File: config.mk
export PLATFORM = sky130hd
export DESIGN_NAME = mem_responder
export DESIGN_NICKNAME = d
export VERILOG_FILES = /design/src/rtl/mem_responder.sv
export SDC_FILE = /design/constraint.sdc
export NUM_CORES = 2
export LEC_CHECK = 0
export CORE_UTILIZATION = 45
export CTS_CLUSTER_DIAMETER = 30
export DETAILED_ROUTE_END_ITERATION = 12
export GPL_ROUTABILITY_DRIVEN = 0
export MAX_ROUTING_LAYER = met4
export PLACE_DENSITY = 0.71
export SLEW_MARGIN = 20
export SYNTH_ARGS = -nofsm -noshare
export SYNTH_HDL_FRONTEND = slang
export SYNTH_SLANG_ARGS = --single-unit
File: constraint.sdc
create_clock -name clk -period 4.2 [get_ports clk]
set_input_delay 0.84 -clock clk [delete_from_list [all_inputs] [get_ports clk]]
set_output_delay 0.84 -clock clk [all_outputs]
set_load 0.05 [all_outputs]
File: src/rtl/mem_responder.sv
// Memory-side responder: one read/write at a time against a word array,
// answered after a fixed wait-state latency with a one-cycle ack pulse.
module mem_responder #(
   parameter int DEPTH_WORDS = 64,
   parameter int LATENCY     = 3
) (
   input  logic        clk,
   input  logic        reset,
   input  logic        req,
   input  logic        we,
   input  logic [31:0] addr,
   input  logic [1:0]  size,
   input  logic [31:0] wdata,
   output logic [31:0] rdata,
   output logic        ack,
   output logic        busy,
   output logic        fault
);

   localparam int         AW       = (DEPTH_WORDS > 1) ? $clog2(DEPTH_WORDS) : 1;
   localparam logic [3:0] CNT_INIT = 4'(LATENCY - 1);

   typedef enum logic [1:0] {IDLE, WAIT, RESP} state_t;

   state_t      state_q;
   logic [3:0]  cnt_q;
   logic [31:0] mem_q [DEPTH_WORDS];

   // Request registers, captured on the accept edge.
   logic          we_q;
   logic          flt_q;
   logic [AW-1:0] idx_q;
   logic [1:0]    off_q;
   logic [1:0]    size_q;
   logic [31:0]   wdata_q;

   logic [31:0] rdata_q;
   logic        ack_q;
   logic        busy_q;
   logic        fault_q;

   logic        accept_fault_d;
   logic [31:0] cur_word_d;
   logic [31:0] lane_data_d;
   logic [31:0] wr_word_d;
   logic [31:0] rd_data_d;
   logic [3:0]  be_d;

   always_comb begin
      // NOTE: every always_comb output gets a default first so no path leaves it unassigned (no latch).
      accept_fault_d = 1'b0;
      case (size)
         2'b00:   accept_fault_d = 1'b0;
         2'b01:   accept_fault_d = addr[0];
         2'b10:   accept_fault_d = |addr[1:0];
         default: accept_fault_d = 1'b1;
      endcase
      if ({2'b00, addr[31:2]} >= 32'(DEPTH_WORDS)) accept_fault_d = 1'b1;
   end

   // Big-endian lanes: byte offset 0 sits in bits [31:24].
   always_comb begin
      cur_word_d  = mem_q[idx_q];
      be_d        = 4'b1111;
      lane_data_d = wdata_q;
      rd_data_d   = cur_word_d;
      case (size_q)
         2'b00: begin
            be_d        = 4'b1000 >> off_q;
            lane_data_d = {4{wdata_q[7:0]}};
            rd_data_d   = {24'b0, 8'(cur_word_d >> {~off_q, 3'b000})};
         end
         2'b01: begin
            be_d        = off_q[1] ? 4'b0011 : 4'b1100;
            lane_data_d = {2{wdata_q[15:0]}};
            rd_data_d   = {16'b0, (off_q[1] ? cur_word_d[15:0] : cur_word_d[31:16])};
         end
         default: ;
      endcase
      wr_word_d = cur_word_d;
      for (int b = 0; b < 4; b++) begin
         if (be_d[b]) wr_word_d[8*b +: 8] = lane_data_d[8*b +: 8];
      end
   end

   always_ff @(posedge clk) begin
      if (reset) begin
         state_q <= IDLE;
         cnt_q   <= '0;
         rdata_q <= '0;
         ack_q   <= 1'b0;
         busy_q  <= 1'b0;
         fault_q <= 1'b0;
         we_q    <= 1'b0;
         flt_q   <= 1'b0;
         idx_q   <= '0;
         off_q   <= '0;
         size_q  <= '0;
         wdata_q <= '0;
         // NOTE: the array is architecturally cleared by reset, so it is built from resettable flops.
         for (int i = 0; i < DEPTH_WORDS; i++) mem_q[i] <= '0;
      end else begin
         case (state_q)
            IDLE: begin
               ack_q   <= 1'b0;
               fault_q <= 1'b0;
               busy_q  <= 1'b0;
               if (req) begin
                  state_q <= WAIT;
                  busy_q  <= 1'b1;
                  we_q    <= we;
                  flt_q   <= accept_fault_d;
                  idx_q   <= addr[AW+1:2];
                  off_q   <= addr[1:0];
                  size_q  <= size;
                  wdata_q <= wdata;
                  // A rejected request answers one edge after accept.
                  cnt_q   <= accept_fault_d ? 4'd0 : CNT_INIT;
               end
            end
            WAIT: begin
               if (cnt_q == 4'd0) begin
                  state_q <= RESP;
                  ack_q   <= 1'b1;
                  fault_q <= flt_q;
                  rdata_q <= '0;
                  if (!flt_q) begin
                     if (we_q) mem_q[idx_q] <= wr_word_d;
                     else      rdata_q      <= rd_data_d;
                  end
               end else begin
                  cnt_q <= cnt_q - 4'd1;
               end
            end
            RESP: begin
               state_q <= IDLE;
               ack_q   <= 1'b0;
               fault_q <= 1'b0;
               busy_q  <= 1'b0;
            end
            default: state_q <= IDLE;
         endcase
      end
   end

   assign rdata = rdata_q;
   assign ack   = ack_q;
   assign busy  = busy_q;
   assign fault = fault_q;

endmodule

==> impl_metrics.ini <==
[outcome]
outcome = finished with violations
violations = negative setup slack

[grt]
grt_overflow = 0
first_global_vias = 62433
grt_first_pass_wirelength_microns = 438000
grt_usage_pct = 30.1
grt_max_degree = 86
antenna_found_initial = 10

[clock_network]
cts_tree = yes
cts_num_sinks = 2139
cts_root_buf = clkbuf_16
cts_buffer_depth = 4
path_clk_slew_ns = 0.05
h-tree-depth = 5
cts_inserted_buffers = 421
clock_latency_ns = 0.99

[critical_path]
end_kind = flop
setup.worst_path.start_class = flop
r2r_slack_ns = -0.19
critPathMostFrequentCell = buf_12
crit_slowest_cell = a2111oi_2
cp.arrival_ns = 5.17
worstSetupPathType = reg2reg
path_cells = buf_12, or2_2, o22ai_1, o221a_1, a2111oi_2, a211o_1, o21ai_4, buf_12, nor2_1
cp.required_ns = 4.97
cp_max_fo = 48
cpPeakStageDelay_ns = 0.80
r2r-end = mem_q[53][17]$_SDFFCE_PN0P_
r2r_cells = 9

[logic_synthesis]
syn_area_sq_um = 92900
ys_seq_elements = 2139
synthCells = 6619
syn-num-nets = 6691
async_flop_share_pct = 0
ys_warn_count = 0
syn_avg_cell_area_sq_um = 14.0
yosysUniqueCellTypes = 86
synth-edff-count = 2048
yosysSeqAreaShare_pct = 68.1
synth_ff_type = edfxtp_1

[timing]
slew_violations = 0
fin_crit_ns = 4.39
max_freq_mhz = 228
setup_ws_ns = -0.195
worstMarginPinSlew_ns = 1.35
relSlewSlack_pct = 9.05
fin_skew_ns = 0.0822
hold_viol = 0
setup_viol = 202
final.period_utilization_pct = 105

[min_path]
hold_end = state_q[1]$_SDFFE_PP0P_
hold_path_depth = 2
min_path_type = in2reg
hold_start = reset

[floorplanning]
die_x_microns = 456
die_area_sq_um = 208000
core_sq_um = 205000
fp.dieH_microns = 456
io_pins = 105
num_rows = 166
start_util_pct = 45.3

[power_and_ir_drop]
static-leakage-power_nw = 39.2
vdd_ir_drop_max_mv = 0.539
power.density_nw_per_um2 = 579

[place]
io_buffers = 104
dp_hpwl_microns = 186000
place_inst = 9271

[routing]
drt-pass1-iter-count = 9
drt_wl_total_microns = 308000
wire_per_inst_microns = 30.7
viasPerCell = 6.26
drcViolationCount = 0
drt_iter0_drc = 10228
detail-route-antenna-nets = 0
vias = 62967

[flow_run]
drv_cap = 0

[final_layout]
final_util_pct = 55.1
areaGrowthSynthToFinish_pct = 21.6
final_cell_mix = nor2_1, edfxtp_1, clkbuf_16
mostFrequentLayoutCell = nor2_1
final_cells = 10051
drive_above_1_share_pct = 22.8
nNetsFinal = 7078
## synth_stat cells, drive strengths merged (22+ instances only)
| cell | count | area [sq um] |
|---|---|---|
| nand2 | 344 | 1290 |
| mux4 | 406 | 9140 |
| edfxtp | 2048 | 61500 |
| a22oi | 100 | 751 |
| nor3 | 23 | 120 |
| buf | 324 | 2410 |
| clkbuf | 307 | 1150 |
| mux2 | 22 | 248 |
| a21oi | 110 | 626 |
| dfxtp | 91 | 1820 |
| a211oi | 59 | 443 |
| o22ai | 89 | 557 |
| nor2 | 2134 | 8010 |
| mux2i | 241 | 2540 |
| o21ai | 55 | 350 |
| nand3 | 29 | 145 |
## per-layer routing
| layer | vias up | track usage (%) | share of wire (%) |
|---|---|---|---|
| met4 | 0 | 19.2 | 7.6 |
| li1 | 25197 | - | - |
| met5 | - | - | 0 |
| met1 | 31244 | 34.8 | 32 |
| met3 | 1198 | 11.6 | 16 |
| met2 | 5328 | 43.9 | 45 |
## worst max-delay path: cells and delay by family (launching register included)
kind	cells	cell delay, ns
and+or+nand+nor	2	0.75
buffers and inverters	2	0.52
AOI/OAI and AO/OA	5	2.20
DFF	1	0.62
## what timing repair did
action                                  CTS  global route
buffers inserted                          0             0
hold buffers                              0             0
endpoints found under the setup margin    0            69
resized for setup                         0             3
hold endpoints to repair                  0             0
## state kept, by name, summed over array words and instances (netlist names), named ones only
name,cells
we_q,1
idx_q,6
off_q,2
ack,1
busy,1
mem_q,2048
cnt_q,4
size_q,2
wdata_q,32
flt_q,1
fault,1
state_q,2
rdata,32
## worst max path at each step
stage / from / to / slack [ns] / depth (start not counted)
floorplan: reset / mem_q[0][0]$_SDFFCE_PN0P_ / 0.85 / 7
global placement: flop / mem_q[35][17]$_SDFFCE_PN0P_ / 0.01 / 9
detailed placement: flop / mem_q[53][17]$_SDFFCE_PN0P_ / 0.13 / 9
CTS: flop / mem_q[55][28]$_SDFFCE_PN0P_ / 0.08 / 11
global route: flop / mem_q[39][27]$_SDFFCE_PN0P_ / -0.005 / 11
finish: flop / mem_q[53][17]$_SDFFCE_PN0P_ / -0.19 / 9
## per-stage QoR
step / total power, mW / cell area [sq um] / hold WS, ns / setup slack (ns) / setup TNS, ns
floorplan: 28.9 / 92900 / 0.436 / 0.848 / 0
global placement: 32.3 / 98900 / 0.444 / 0.0131 / 0
detailed placement: 32.4 / 98900 / 0.448 / 0.134 / 0
CTS: 65.2 / 113000 / 0.115 / 0.0845 / 0
global route: 66.7 / 113000 / 0.159 / -0.00498 / -0.00666
finish: 65.5 / 113000 / 0.159 / -0.195 / -15.32
## area by class of cell
cell class | instances | area, sq um
repair buffers | 595 | 6010
clock buffers | 467 | 10900
diodes | 18 | 45.0
fillers | 15372 | 91900
clock inverters | 295 | 3160
well taps | 2688 | 3360
multi-input cells | 3838 | 26200
flip-flops and latches | 2139 | 63300
inverters | 11 | 41.3
## power by group
group / switching (mW) / internal (mW) / total, mW
combinational: 5.61 / 2.40 / 8.01
clock: 11.4 / 21.7 / 33.1
sequential: 0.304 / 24.1 / 24.4
## cells by family after synthesis
family	after synthesis	synth area share (%)
muxes	669	12.8
DFF	2139	68.1
and+or+nand+nor	2632	11.0
xor gates and xnor gates	2	0.0189
adders and majority gates	2	0.0269
buffers and inverters	642	3.88
AOI/OAI and AO/OA	533	4.05
Note: power is estimated with default switching activity, not from simulation.
